--- src/rtl/edge_capture.sv ---
// edge_capture: multi-channel input conditioner for asynchronous level inputs.
// Each channel is synchronised, then filtered by a stable-count filter, then
// edge-detected according to its 2-bit mode. A commit of a new filtered level
// can raise a one-cycle event pulse (Y) and set a sticky flag (write-1-to-clear).
// irq is the OR of all sticky flags.
//
// Handshake note: there is no valid/ready handshake. Y is a one-cycle strobe
// that coincides with the first cycle A_filt shows the newly committed level.
// clr is a level-sampled strobe that acts only on the edges where it is high,
// and a simultaneous new event wins over clr.
module edge_capture #(
  parameter int WIDTH       = 8,
  parameter int SYNC_STAGES = 2,
  parameter int FILT_W      = 4
) (
  input  logic                 clk,
  input  logic                 rstn,
  input  logic [WIDTH-1:0]     A,
  input  logic [2*WIDTH-1:0]   mode,
  input  logic [FILT_W-1:0]    filt_len,
  input  logic [WIDTH-1:0]     clr,
  output logic [WIDTH-1:0]     A_filt,
  output logic [WIDTH-1:0]     Y,
  output logic [WIDTH-1:0]     flag,
  output logic                 irq
);

  // Synchroniser chain; stage 0 samples the pads, the last stage feeds the filter.
  logic [WIDTH-1:0]             sync_q [SYNC_STAGES];
  logic [WIDTH-1:0]             s;

  // Per-channel filter state and registered outputs.
  logic [WIDTH-1:0][FILT_W-1:0] cnt_q, cnt_d;
  logic [WIDTH-1:0]             filt_q, filt_d;
  logic [WIDTH-1:0]             y_q, y_d;
  logic [WIDTH-1:0]             flag_q, flag_d;

  assign s = sync_q[SYNC_STAGES-1];

  // Shift the asynchronous inputs through the synchroniser flops.
  always_ff @(posedge clk or negedge rstn) begin
    if (!rstn) begin
      for (int k = 0; k < SYNC_STAGES; k++) begin
        sync_q[k] <= '0;
      end
    end else begin
      sync_q[0] <= A;
      for (int k = 1; k < SYNC_STAGES; k++) begin
        sync_q[k] <= sync_q[k-1];
      end
    end
  end

  // Stable-count filter, edge classification and sticky flag next-state.
  // The count compares against the live filt_len, so lowering filt_len below
  // a running count commits on the very next edge.
  always_comb begin
    cnt_d  = cnt_q;
    filt_d = filt_q;
    y_d    = '0;
    for (int i = 0; i < WIDTH; i++) begin
      if (s[i] == filt_q[i]) begin
        cnt_d[i] = '0;
      end else if (cnt_q[i] >= filt_len) begin
        filt_d[i] = s[i];
        cnt_d[i]  = '0;
        // Rising commit uses mode bit 0, falling commit uses mode bit 1.
        y_d[i]    = s[i] ? mode[2*i] : mode[2*i+1];
      end else begin
        cnt_d[i] = cnt_q[i] + 1'b1;
      end
    end
    // A new event has priority over a clear in the same cycle.
    flag_d = y_d | (flag_q & ~clr);
  end

  // Register filter counters, filtered level, event pulse and sticky flags.
  always_ff @(posedge clk or negedge rstn) begin
    if (!rstn) begin
      cnt_q  <= '0;
      filt_q <= '0;
      y_q    <= '0;
      flag_q <= '0;
    end else begin
      cnt_q  <= cnt_d;
      filt_q <= filt_d;
      y_q    <= y_d;
      flag_q <= flag_d;
    end
  end

  assign A_filt = filt_q;
  assign Y      = y_q;
  assign flag   = flag_q;
  assign irq    = |flag_q;

endmodule

--- config.mk ---
export PLATFORM = sky130hd
export DESIGN_NAME = edge_capture
export DESIGN_NICKNAME = d
export VERILOG_FILES = /design/src/rtl/edge_capture.sv
export SDC_FILE = /design/constraint.sdc
export NUM_CORES = 1
export LEC_CHECK = 0
export CORE_ASPECT_RATIO = 1.2
export CORE_MARGIN = 8
export CORE_UTILIZATION = 40
export DETAILED_ROUTE_END_ITERATION = 12
export GPL_ROUTABILITY_DRIVEN = 1
export PLACE_DENSITY_LB_ADDON = 0.1
export SYNTH_ARGS = -nofsm -noshare
export SYNTH_HDL_FRONTEND = slang
export SYNTH_SLANG_ARGS = --single-unit
--- constraint.sdc ---
create_clock -name clk -period 3.4 [get_ports clk]
set_clock_uncertainty 0.15 [all_clocks]
set_input_delay 0.68 -clock clk [delete_from_list [all_inputs] [get_ports clk]]
set_output_delay 0.68 -clock clk [all_outputs]
set_load 0.005 [all_outputs]
==> results.tsv <==
metric	value	unit
outcome	finished, final reports clean	
Pleak	0.00213	µW
Most Used Layer, Global Route	met2	
routability congestion estimate	0.775	
setup TNS	0	ns
top-area cell type share of the netlist area	0.501	
Cell Area, Synth	3600	µm²
FF/Latch Area	1800	µm²
Syn-to-layout area delta	26.4	%
top cells by area, synth	dfrtp_1 50%, ha_1 14%, a2111oi_4 6.1%	
Worst Setup SP	flag[2]	
most frequent cells in the layout	72 x dfrtp_1, 61 x clkdlybuf4s50_1, 47 x nor2_1	
EDFF count, synth	0	
final hold viol count	0	
Ports	63	
htree depth	3	
placed cell areas	4370	µm²
area leader, netlist	dfrtp_1	
CP max FO	3	
Comb pwr share	0.364	
multi-input logic area	1700	µm²
WP data arrival	1.90	ns
final setup fails	0	
grt met1 use	0.150	
max-slew violations	0	
Worst slew margin	0.394	
Max-Cap Viols	0	
Sw Pwr	909	µW
Layout Nets	460	
post-route ant nets	0	
CTS Buffer Depth	2	
pre-CTS WS	0.574	ns
Mapped Avg Cell Area	11.7	µm²
largest net degree at the start of global routing	73	
first-pass GRT wire length	12.1	mm
Worst Path Buf+Inv	1	
later-pin clock latency in the skew report	0.34	ns
drt total wl	7.18	mm
final worst-path setup slack	0.673	ns
cts bufs inserted	9	
Setup Fix Bufs, Post-CTS	0	
Netlist cell types	20	
CTS tree	built	
Total Routing Usage GR	0.127	
routed vias/inst	4.72	
Critical Path RT	2.57	ns
Remaining DRCs	0	
Starting DRT DRC Count	48	
Rows	38	
peak supply drop	204	µV
initial core utilization	0.405	
share of layout cells above drive strength 1	0.101	
vias in the first global route	2620	
met3 GRT Util	0.0446	
Most used DFF post-synth	dfrtp_1	
Final Cell Area	4550	µm²
CTS resizes	0	
Yosys reg bits	72	
Die Y-Extent	120	µm
commonest non-fill, non-tap cell in the layout	dfrtp_1	
Tmin final	2.73	ns
Hold Path Origin	sync_q[8]	
HP Class	reg2reg	
Worst path top cell family by delay	simple AND/OR/NAND/NOR gates	
routed len/inst	14.2	µm
largest family of logic cells by synthesized area	adder cells	
kind of critical path	reg2out	
Antenna diodes	0	
power share of the clock group	0.213	
IO buf count	62	
yosys warns	0	
met2 track demand over resource	0.200	
Power per Cell Area	626	nW/µm²
Post-Synthesis Cells	308	
Compound-Gate Fraction of Synth Area	0.136	
Post-DP HPWL	5.27	mm
initial antenna violation count	0	
Sink Count	72	
Slowest-stage cell, CP	nor4_1	
First-pass DRT Iterations	4	
critical path capture point type	primary output	
reg2reg setup slack	1.45	ns
R2R Path Start	cnt_q[0]	
asr flop ratio synth	1.00	
sw frac	0.319	
Slew @ Worst Pin	0.908	ns
Synth Area in Adders	0.139	
Die W	103	µm
grt ovf	0	
filler cell count	823	
Seq/Total Area, Yosys	0.501	
Mapped Nets	386	
Synth Area in XOR/XNOR	0.0584	
worst path cell trace	nor4_1 -> nand2_1 -> clkdlybuf4s50_1	
Root Buffer	clkbuf_8	
Min Hold Slack	0.199	ns
crit path launch type	flip-flop	
mux contribution to synthesized area	0.00417	
RSZ-0062 raised after global routing	false	
Flop pwr share	0.423	
final worst path period share	0.802	
die area	12300	µm²
Synth Area in Simple Gates	0.133	
CP max stage delay	0.53	ns
Int Power	1940	µW
total core area	8890	µm²
# hold bufs at CTS	0	
Vias	2386	
Max Fclk	367	MHz
Reg clk slew, reported paths	0.07	ns
logic make-up after synthesis:
kind of cell	Yosys count
AND/OR/NAND/NOR	90
flip-flops	72
AO/OA/AOI/OAI	54
adder cells (fa/ha/maj)	40
buffers and inverters	27
XOR/XNOR	24
multiplexers	1
flip-flops by register name, summed over array words and instances (netlist names):
name	cells
s	8
sync_q	8
cnt_q	32
A_filt	8
flag	8
Y	8
power by group through the flow:
stage	sequential [µW]	combinational (µW)	clock, µW
after CTS	1210	1060	641
after floorplan	1180	696	0
after global placement	1220	1030	0
after global routing	1230	1170	668
after detailed placement	1220	1050	0
final	1200	1030	606
layout make-up:
cell class	count	area share
Multi-Input combinational cell	209	0.373
Clock buffer	14	0.0380
Sequential cell	72	0.396
Inverter	27	0.0223
Timing Repair Buffer	63	0.138
Tap cell	120	0.0330
per-layer routing:
layer,wire [µm],vias to the layer above
li1,-,1206
met1,3230,1115
met2,3320,55
met3,489,10
met4,142,0
met5,0,-
Yosys cell counts, types with 2 or more instances:
cell type,n
o21a_1,8
nand3_1,8
xor2_1,16
ha_1,40
and3_1,8
nor4_1,2
xnor2_1,8
inv_1,27
or2_2,7
nor2_1,47
a2111oi_4,8
dfrtp_1,72
o21ai_0,22
o22ai_1,8
a31oi_1,8
nand2_1,8
nand2b_4,8
worst register-to-register path: cells and delay by family, from the launching register on:
| kind | cells | cell delay, ns |
|---|---|---|
| flops | 1 | 0.39 |
| simple gates | 2 | 0.35 |
| mux | 1 | 0.29 |
| fa+ha+maj | 1 | 0.26 |
| compound gates | 1 | 0.35 |
| buf+inv | 1 | 0.06 |
metrics by stage:
step / power [µW] / std cells / utilization
final: 2840 / 505 / 0.511
after global routing: 3070 / 505 / 0.511
after CTS: 2910 / 505 / 0.511
after detailed placement: 2270 / 491 / 0.492
after global placement: 2250 / 491 / 0.492
after floorplan: 1880 / 308 / -
path summary, 6_finish.rpt:
| check | to | cells after the start |
|---|---|---|
| setup / recovery | irq | 3 |
| hold / removal | s[0] | 0 |
| setup reg to reg | A_filt[0] | 6 |
| hold reg to reg | s[0] | 0 |
| max in group asynchronous | s[0] | 1 |
| min in group asynchronous | s[2] | 1 |
Power figures use the tool's default switching activity.
==> edit 1 (same settings) <==
Put a register stage on the output `irq`, cleared by the reset. The value now appears one clock later. The other outputs are not delayed to match.
--- a/src/rtl/edge_capture.sv
+++ b/src/rtl/edge_capture.sv
@@ -94,3 +94,9 @@
   assign flag   = flag_q;
-  assign irq    = |flag_q;
+  always_ff @(posedge clk or negedge rstn) begin
+    if (!rstn) begin
+      irq <= '0;
+    end else begin
+      irq <= |flag_q;
+    end
+  end
 
Check against the original RTL: not equivalent (Yosys sat finds a counterexample within 4 cycles, from zero or initial values and one cycle with rstn low).
==> edit 1 against the unedited design <==
- design area increased by 1.5%
- register-to-register slack improved by 0.10 ns
- worst setup slack improved by 0.17 ns
- first-iteration DRC count increased by 38%
- wire length increased by 3.0%
- sequential cell count increased by 1
- power increased by 5.8%
- area after synthesis increased by 0.49%
- die area increased by 0.42%
==> edit 1: results (changes against the unedited design) <==
Unique masters post-synth=18 (-10%); H-tree levels=3 (unchanged); layout cell share with drive strength beyond 1=10.5% (+0.41 points); switching fraction of total power=31.3% (-0.60 points); synth top area cells=dfrtp_1 (51%), ha_1 (14%), a2111oi_4 (6.1%); largest net degree at the start of global routing=74 (+1.4%); Iter 0 DRT Violations=66 (+38%); Pre-antenna DRT Iters=4 (unchanged); final wirelength=7390 um (+3.0%); met3 GRT Util=4.40% (-0.058 points); post_cts resized=0 (unchanged); Vias=2447 (+2.6%); Crit-path slowest cell=clkdlybuf4s50_1; insertion delay to the later sink of the worst-skew pair=0.34 ns (about the same); Nets=462 (+0.43%); GRT Total Usage=13.1% (+0.37 points); total of max-cap violations=0 (unchanged); syn_nets=389 (+0.78%); Critical Path Max Stage Delay=0.79 ns (+0.26 ns); leakage power=2.16 nW (+1.4%); CTS buffer count=9 (unchanged); GP Congestion=0.740 (-4.5%); # port buffers=62 (unchanged); met2 Resource Use GR=20.1% (+0.041 points); met1 GRT Util=16.7% (+1.7 points); n_diodes=0 (unchanged); CTS Buffer Depth=2 (unchanged); Min-Delay Path Class=register to register; Main synth FF type=dfrtp_1; Final HPWL DP=5370 um (+1.9%); max FFs per register=32 (unchanged); Seq/Total Area, Yosys=50.5% (+0.45 points); Commonest cells post-synth=dfrtp_1 (73), nor2_1 (48), ha_1 (40), inv_1 (27), o21ai_0 (19); vias in the first global route=2680 (+2.3%); number of antenna violations at the first check in global routing=0 (unchanged); Clk pin slew, worst setup/hold paths=0.08 ns; clock root buffer master=clkbuf_8; most flop-heavy register=cnt_q; grt total ovfl=0 (unchanged); Worst-Margin Slew=0.928 ns (+0.0194 ns); CP Max Fanout=8 (+5); asr flop ratio synth=100% (unchanged); Arr. time, crit path=2.70 ns (+0.80 ns); maximum vdd drop=0.282 mV (+38%); outcome=finished, final reports clean; Ys Warns=0 (unchanged); first-pass GRT wire length=12700 um (+4.7%); Setup Fix Bufs, Post-CTS=0 (unchanged)
[edit 1: cell count changes in the layout (fill, tap and decap cells not counted), moves of 2 or more]
| cell | change |
|---|---|
| o21ai_1 | +5 |
| bufinv_16 | +2 |
| clkbuf_1 | -2 |
| o21ai_0 | -3 |
| clkinv_2 | +2 |
[edit 1: stage by stage]
step           total power [mW]  utilization [%]  instances  worst slack (ns)  instance area (um2)
6_report                   3.01             51.6        509             0.838                 4610
5_1_grt                    3.24             51.6        509             0.707                 4610
4_1_cts                    3.07             51.6        509             0.819                 4610
3_5_place_dp               2.27             49.0        493             0.450                 4380
3_3_place_gp               2.25             49.0        493             0.521                 4380
2_1_floorplan              1.89                -        311              1.42                 3620
[edit 1: final timing paths]
path,start,slack [ns],cells past startpoint,to
max reg2reg,cnt_q[4],1.55,6,cnt_q[5]
min in group asynchronous,rstn,0.32,1,s[2]
max in group asynchronous,rstn,2.18,1,Y[5]
max,filt_len[0],0.84,6,cnt_q[5]
min reg2reg,sync_q[10],0.20,0,s[2]
min,sync_q[10],0.20,0,s[2]
[edit 1: routing by layer]
metal | share of wire, % | wire [um]
met5 | 0 | 0
met4 | 1.3 | 97
met2 | 47 | 3440
met1 | 45 | 3330
met3 | 7.0 | 518
[edit 1: layout make-up]
class	instances	area [um2]
clock buffers	11	151
clock inverters	5	77.6
fillers	855	4330
inverters	27	101
multi-input cells	211	1690
flip-flops and latches	73	1830
well taps	120	150
repair buffers	62	618
[edit 1: cell families (layout without fill, tap and decap cells)]
family,count (synthesis),after routing,synth area share (%)
AOI/OAI and AO/OA,56,56,13.8
xor gates and xnor gates,24,24,5.81
adders and majority gates,40,40,13.8
buffers and inverters,27,105,2.80
DFF,73,73,50.5
and+or+nand+nor,91,91,13.2
[edit 1: power groups by stage]
stage	Sequential (mW)	Combinational, mW	Clock (mW)
2_1_floorplan	1.20	0.687	0
3_3_place_gp	1.24	1.01	0
3_5_place_dp	1.24	1.03	0
4_1_cts	1.23	1.03	0.809
5_1_grt	1.26	1.15	0.838
6_report	1.22	1.01	0.777
[edit 1: critical path: cells and delay by family]
family	cells	cell delay, ns
buffers and inverters	1	0.79
AO/OA/AOI/OAI	1	0.40
AND/OR/NAND/NOR	3	0.51
adder cells (fa/ha/maj)	1	0.32
==> edit 2 (same flow settings) <==
Without the edit above. Set the parameter `WIDTH` to 6 (it was 8).
--- a/src/rtl/edge_capture.sv
+++ b/src/rtl/edge_capture.sv
@@ -11,3 +11,3 @@
 module edge_capture #(
-  parameter int WIDTH       = 8,
+  parameter int WIDTH       = 6,
   parameter int SYNC_STAGES = 2,
Ports: changed (6 resized); port bits go from 63 to 49. The function was not compared with the original's and may differ.
==> edit 2 against the unedited design <==
- power fell by 28%
- count of clock-buffer cells in the layout fell by 7
- area after synthesis fell by 25%
- worst setup slack improved by 0.099 ns
- sequential cell count fell by 18
- design area fell by 25%
- worst hold slack improved by 0.0077 ns
- wire length fell by 26%
- largest power group unchanged
- highest routed layer unchanged
==> edit 2: results (changes against the unedited design) <==
Min-Delay Path Class=input port to async pin; NetSw=0.662 mW (-27%); Iter 0 DRT Violations=41 (-15%); vias in the first global route=2054 (-22%); seq pwr=0.906 mW (-24%); n_diodes=0 (unchanged); H-tree levels=2 (-1); Commonest cells post-synth=dfrtp_1 (54), nor2_1 (35), ha_1 (30), inv_1 (21), o21ai_0 (16); total power=2.05 mW (-28%); Mapped Avg Cell Area=11.7 um2 (+0.14%); wire per inst=14.1 um (-0.90%); synth top area cells=dfrtp_1 (50%), ha_1 (14%), a2111oi_4 (6.1%); post-synthesis mux area share=0.556% (+0.14 points); insertion delay to the later sink of the worst-skew pair=0.30 ns (-0.04 ns); Ys Warns=0 (unchanged); post_cts resized=0 (unchanged); Final HPWL DP=4090 um (-22%); CTS buffer count=5 (-4); Unique masters post-synth=20 (unchanged); Nets=347 (-25%); layout cell share with drive strength beyond 1=9.72% (-0.41 points); Seq/Total Area, Yosys=50.0% (-0.070 points); # port buffers=48 (-23%); met2 Resource Use GR=21.1% (+1.1 points); Post-Place Worst Slack=0.514 ns (-0.0600 ns); adder-cell share of the synthesized area=13.9% (-0.019 points); number of antenna violations at the first check in global routing=0 (unchanged); maximum vdd drop=0.279 mV (+37%); Synth Area in Compound Gates=13.5% (-0.11 points); Worst-Margin Slew=0.439 ns (-0.469 ns); Setup Fix Bufs, Post-CTS=0 (unchanged); routed vias/inst=4.86 (+2.9%); post-synthesis xor/xnor area fraction=5.83% (-0.0081 points); GP Congestion=0.777 (+0.18%); CTS Buffer Depth=2 (unchanged); asr flop ratio synth=100% (unchanged); syn_nets=291 (-25%); max FFs per register=24 (-25%); Clk pin slew, worst setup/hold paths=0.09 ns (+0.02 ns); largest net degree at the start of global routing=55 (-25%); met3 GRT Util=3.52% (-0.94 points); placed cells=367 (-25%); leakage power=1.59 nW (-25%); most flop-heavy register=cnt_q; P_clk=0.364 mW (-40%); outcome=finished, final reports clean; Pre-antenna DRT Iters=4 (unchanged); first-pass GRT wire length=9520 um (-22%); GRT Total Usage=12.0% (-0.70 points); clock root buffer master=clkbuf_8; met1 GRT Util=13.5% (-1.5 points); Layout Cells excl Fill=375 (-26%); CP Max Fanout=3 (unchanged); Post-DP Area=3310 um2 (-24%)
edit 2: area by class of cell:
cell class / count / area (um2)
clock buffers: 7 / 86.3
clock inverters: 1 / 5.00
fillers: 647 / 3290
inverters: 21 / 78.8
multi-input cells: 156 / 1270
flip-flops and latches: 54 / 1350
well taps: 87 / 109
repair buffers: 49 / 495
edit 2: final timing paths:
path | slack, ns | to | from | depth (start not counted)
setup / recovery | 0.77 | irq | flag[2] | 3
hold / removal | 0.21 | Y[2] | rstn | 2
setup reg to reg | 1.40 | A_filt[0] | cnt_q[0] | 6
hold reg to reg | 0.21 | s[3] | sync_q[9] | 0
max in group asynchronous | 2.65 | Y[3] | rstn | 2
min in group clk | 0.21 | s[3] | sync_q[9] | 0
edit 2: critical path, stage by stage, from the launching register on:
cell and delay, ns:
dfrtp_1 0.44, nor4_1 0.46, nand3_1 0.13, clkdlybuf4s50_1 0.47
edit 2: metal layers:
layer,vias up,wire (um)
li1,900,-
met1,880,2160
met2,37,2750
met3,7,284
met4,0,80
met5,-,0
